## src/rtl/regfile_wb_arbiter.sv

```systemverilog
// Writeback arbiter sharing the register file write port among NUM_REQ units.
// Define WB_RR_ARB_EN for round-robin; default build is fixed priority.
module regfile_wb_arbiter #(
  parameter int NUM_REQ = 3,
  parameter int CNT_W   = 16
) (
  input  logic                  i_clk,
  input  logic                  i_rst,
  input  logic [NUM_REQ-1:0]    i_req_valid,
  input  logic [5*NUM_REQ-1:0]  i_req_addr,
  input  logic [32*NUM_REQ-1:0] i_req_data,
  output logic [NUM_REQ-1:0]    o_req_ready,
  output logic [4:0]            o_rd_addr,
  output logic [31:0]           o_rd_data,
  output logic                  o_rd_wren,
  output logic                  o_busy,
  output logic [CNT_W-1:0]      o_conflict_cnt
);

  localparam int PW = (NUM_REQ > 1) ? $clog2(NUM_REQ) : 1;

  logic          gnt_any;
  logic [PW-1:0] gnt_idx;

`ifdef WB_RR_ARB_EN
  logic [PW-1:0] ptr_q, ptr_d;

  // Scan downward so the last hit is the one closest to the pointer.
  always_comb begin
    int idx;
    idx     = 0;
    gnt_any = 1'b0;
    gnt_idx = '0;
    for (int i = NUM_REQ - 1; i >= 0; i--) begin
      idx = int'(ptr_q) + i;
      if (idx >= NUM_REQ) idx = idx - NUM_REQ;
      if (i_req_valid[idx]) begin
        gnt_any = 1'b1;
        gnt_idx = PW'(idx);
      end
    end
  end

  always_comb begin
    ptr_d = ptr_q;
    if (gnt_any) begin
      if (gnt_idx == PW'(NUM_REQ - 1)) ptr_d = '0;
      else                             ptr_d = gnt_idx + 1'b1;
    end
  end

  always_ff @(posedge i_clk or posedge i_rst) begin
    if (i_rst) ptr_q <= '0;
    else       ptr_q <= ptr_d;
  end
`else
  always_comb begin
    gnt_any = 1'b0;
    gnt_idx = '0;
    for (int i = NUM_REQ - 1; i >= 0; i--) begin
      if (i_req_valid[i]) begin
        gnt_any = 1'b1;
        gnt_idx = PW'(i);
      end
    end
  end
`endif

  always_comb begin
    for (int k = 0; k < NUM_REQ; k++)
      o_req_ready[k] = !i_rst && gnt_any && (gnt_idx == PW'(k));
  end

  logic [4:0]  sel_addr;
  logic [31:0] sel_data;

  always_comb begin
    sel_addr = '0;
    sel_data = '0;
    for (int k = 0; k < NUM_REQ; k++) begin
      if (gnt_idx == PW'(k)) begin
        sel_addr = i_req_addr[5*k +: 5];
        sel_data = i_req_data[32*k +: 32];
      end
    end
  end

  logic             wren_q, wren_d;
  logic [4:0]       addr_q, addr_d;
  logic [31:0]      data_q, data_d;
  logic [CNT_W-1:0] cnt_q, cnt_d;

  // An x0 grant is consumed but issues no write; addr still lands at 0.
  always_comb begin
    wren_d = 1'b0;
    addr_d = addr_q;
    data_d = data_q;
    if (gnt_any) begin
      wren_d = (sel_addr != 5'd0);
      addr_d = sel_addr;
      data_d = sel_data;
    end
  end

  always_comb begin
    cnt_d = cnt_q;
    if ($countones(i_req_valid) >= 2 && cnt_q != {CNT_W{1'b1}})
      cnt_d = cnt_q + 1'b1;
  end

  always_ff @(posedge i_clk or posedge i_rst) begin
    if (i_rst) begin
      wren_q <= 1'b0;
      addr_q <= '0;
      data_q <= '0;
      cnt_q  <= '0;
    end else begin
      wren_q <= wren_d;
      addr_q <= addr_d;
      data_q <= data_d;
      cnt_q  <= cnt_d;
    end
  end

  assign o_rd_wren      = wren_q;
  assign o_busy         = wren_q;
  assign o_rd_addr      = addr_q;
  assign o_rd_data      = data_q;
  assign o_conflict_cnt = cnt_q;

endmodule

```

## config.mk

```make
export PLATFORM = sky130hd
export DESIGN_NAME = regfile_wb_arbiter
export DESIGN_NICKNAME = d
export VERILOG_FILES = /design/src/rtl/regfile_wb_arbiter.sv
export SDC_FILE = /design/constraint.sdc
export NUM_CORES = 1
export LEC_CHECK = 0
export CAP_MARGIN = 10
export CORE_MARGIN = 1
export CORE_UTILIZATION = 37
export DETAILED_ROUTE_END_ITERATION = 10
export PLACE_DENSITY = 0.81
export SLEW_MARGIN = 20
export SYNTH_ARGS = -nofsm -noshare
export SYNTH_HDL_FRONTEND = slang
export SYNTH_SLANG_ARGS = --single-unit
```

## constraint.sdc

```tcl
create_clock -name i_clk -period 2.4 [get_ports i_clk]
set_clock_uncertainty 0.15 [all_clocks]
set_input_delay 0.48 -clock i_clk [delete_from_list [all_inputs] [get_ports i_clk]]
set_output_delay 0.48 -clock i_clk [all_outputs]
set_load 0.05 [all_outputs]
```

==> metrics.log <==
INFO  metric routabilityCongestion = 0.811
INFO  metric portBuffers = 173
INFO  metric seq_area_frac_synth = 49.3%
INFO  metric report.power.total = 2.86 mW
INFO  metric postCtsHoldBufs = 0
INFO  metric clock-sinks = 54
INFO  metric antenna_cells_inserted = 0
INFO  metric placed_area = 4670 um2
INFO  metric detail_route.first_pass.iterations = 4
INFO  metric dieWidth = 88.1 um
INFO  metric remaining_drc_errors = 0
INFO  metric most_common_library_cell_in_the_layout_ignoring_fill_and_taps = clkdlybuf4s50_1
INFO  metric final_tns_setup = 0 ns
INFO  metric avgRoutedWirePerCell = 15.5 um
INFO  metric fill_cells = 601
INFO  metric result_of_the_run = finished, final reports clean
INFO  metric clkLatencyLatePin = 0.30 ns
INFO  metric grt_pass1_wl = 13500 um
INFO  metric layout.nets = 575
INFO  metric area_delta_synth_final = 73.5%
INFO  metric hpwlAfterDp = 6720 um
INFO  metric initial_utilization = 38.0%
INFO  metric syn_nets = 402
INFO  metric floorplan_core_area = 7210 um2
INFO  metric number_of_antenna_violations_at_the_first_check_in_global_routing = 0
INFO  metric drive_above_1_share = 8.73%
INFO  metric setup_ws = 0.0248 ns
INFO  metric hold_path.class = flip-flop to flip-flop
INFO  metric max-slew-margin-rel = 64.2%
INFO  metric grtUsageTotal = 22.3%
INFO  metric synth_area = 2740 um2
INFO  metric power.leakage = 1.90 nW
INFO  metric cts-root-buf = clkbuf_8
INFO  metric full_die_area = 7750 um2
INFO  metric cts.repair_timing.setup_buffer_count = 0
INFO  metric cap_viol_max_count = 0
INFO  metric worstSetupStartpointType = primary input
INFO  metric finalHoldViolations = 0
INFO  metric fmax = 421 MHz
INFO  metric grt_setup_unrepaired = false
INFO  metric per_cell_via_count_in_the_routed_design = 5.18
INFO  metric min_period_over_period = 99.0%
INFO  metric ant_nets = 0
INFO  metric worst_pin_slew = 0.535 ns
INFO  metric syn_avg_cell_area = 9.65 um2
INFO  metric synth_seq_cells = 54
INFO  metric cts_tree = yes
INFO  metric timing.final.max_slew_violations = 0
INFO  metric final_cell_mix = clkdlybuf4s50_1 (170), dfrtp_1 (54), o22ai_1 (46), a21oi_1 (34), nand2_1 (22)
INFO  metric ys.warnings.count = 0
INFO  metric timing.critical_path.cells = clkdlybuf4s50_1, buf_4, nor4b_2, buf_12
INFO  metric synth_cell_types = 41
INFO  metric grt_start_max_net_pins = 47
INFO  metric clock_path_buffers = 2
INFO  metric finalCoreUtilization = 65.9%
INFO  metric top_level_ports = 174
INFO  metric finish.instance_area = 4750 um2
INFO  metric route.vias.total = 2886
INFO  metric timing.critical_path.arrival = 1.75 ns
INFO  metric critical_path.max_fanout = 3
INFO  metric min_period = 2.38 ns
INFO  metric number_of_global_route_vias_before_repair = 2907
INFO  metric crit_type = primary input to primary output
INFO  metric crit_required = 1.77 ns
INFO  metric total_of_endpoints_with_negative_setup_slack_in_the_final_report = 0
INFO  metric placementRows = 31
INFO  metric vdd_ir_drop_max = 0.299 mV
INFO  metric timing.critical_path.to_type = primary output
INFO  metric cts_max_level = 2
INFO  metric post_cts_resized = 0
INFO  metric synthCells = 284
INFO  metric finalWirelength = 8650 um
INFO  metric number_of_buffers_added_by_the_clock_tree_synthesis_step = 5
INFO  metric power.density = 601 nW/um2
INFO  metric die_height = 88.1 um
INFO  metric gr-total-overflow = 0
INFO  metric max_stage_delay = 0.47 ns
INFO  metric detail_route.iter0.violations = 127
INFO  metric clkSlewWorstSetupHoldPaths = 0.09 ns
INFO  metric crit_slowest_cell = clkdlybuf4s50_1
INFO  metric minimum_setup_slack_after_placement = -0.00836 ns
==> where the power goes <==
part           internal (mW)  switching (mW)
Clock                  0.207           0.298
Combinational          0.522           0.703
Sequential              1.03           0.103
==> final timing paths <==
path,startpoint,end,slack (ns),cells after the start
worst min-delay path,o_rd_addr[4],o_rd_addr[4],0.33,2
worst min register to register,o_rd_addr[4],o_rd_addr[4],0.33,2
max in group asynchronous,i_rst,o_rd_data[5],1.23,3
worst max register to register,o_conflict_cnt[0],o_conflict_cnt[1],0.62,6
min in group asynchronous,i_rst,o_rd_data[19],0.49,3
worst max-delay path,i_req_valid[0],o_req_ready[2],0.02,4
==> state kept, by name, summed over array words and instances, names as in the netlist <==
register        cells
o_busy              1
o_conflict_cnt     16
o_rd_data          32
o_rd_addr           5
==> cell families after synthesis <==
group | Yosys count | synth area share [%]
AO/OA/AOI/OAI | 110 | 23.7
XOR/XNOR | 12 | 3.84
flip-flops | 54 | 49.3
adder cells (fa/ha/maj) | 2 | 0.913
buffers and inverters | 25 | 4.34
AND/OR/NAND/NOR | 71 | 14.2
multiplexers | 10 | 3.70
==> per-stage QoR <==
| step | hold WS [ns] | cells |
|---|---|---|
| final | 0.334 | 557 |
| after CTS | 0.342 | 557 |
| after global routing | 0.370 | 557 |
| after floorplan | 0.451 | 284 |
| after detailed placement | 0.320 | 549 |
| after global placement | 0.313 | 549 |
==> layout make-up <==
class	instances	area, um2	area share, %
clock inverters	2	13.8	0.290
flip-flops and latches	54	1350	28.4
clock buffers	6	72.6	1.53
inverters	3	11.3	0.237
repair buffers	188	1900	40.0
multi-input cells	205	1280	27.0
well taps	99	124	2.61
==> synthesized netlist by cell type <==
cell type | number | area (um2)
nor2b_1 | 1 | 6.26
nand2b_4 | 1 | 13.8
a31oi_1 | 1 | 6.26
nand3_1 | 9 | 45.0
and4bb_1 | 1 | 12.5
ha_1 | 2 | 25.0
inv_1 | 1 | 3.75
mux2i_1 | 9 | 90.1
buf_2 | 5 | 25.0
xor2_1 | 2 | 17.5
nand2_2 | 1 | 6.26
a21oi_2 | 1 | 8.76
nor4b_1 | 1 | 8.76
a21oi_1 | 34 | 170
a221oi_1 | 5 | 43.8
nor3_2 | 2 | 20.0
nand3b_1 | 1 | 7.51
and3_2 | 2 | 15.0
nand2_1 | 22 | 82.6
buf_6 | 2 | 22.5
nor3_1 | 2 | 10.0
or3_1 | 1 | 6.26
mux2_1 | 1 | 11.3
inv_2 | 2 | 7.51
o21ba_2 | 1 | 10.0
dfrtp_1 | 54 | 1350
and3_1 | 3 | 18.8
o22ai_1 | 46 | 288
and4_1 | 1 | 8.76
clkbuf_1 | 14 | 52.6
a21o_1 | 1 | 7.51
o21a_1 | 2 | 15.0
nand3_4 | 1 | 17.5
nor2_1 | 13 | 48.8
nand2b_1 | 5 | 31.3
buf_4 | 1 | 7.51
o211a_1 | 1 | 10.0
o21ai_0 | 18 | 90.1
nand4_1 | 3 | 18.8
and3_4 | 1 | 11.3
xnor2_1 | 10 | 87.6
==> worst max-delay path, delay by kind of cell <==
| kind | cells | cell delay, ns |
|---|---|---|
| buffers and inverters | 3 | 0.83 |
| and+or+nand+nor | 1 | 0.42 |
==> per-layer routing <==
layer	wire, um	global-route usage [%]	vias up
li1	-	-	1396
met1	3340	27.0	1352
met2	4500	39.1	128
met3	653	5.18	10
met4	164	7.62	0
met5	0	0	-
Power figures use the tool's default switching activity.
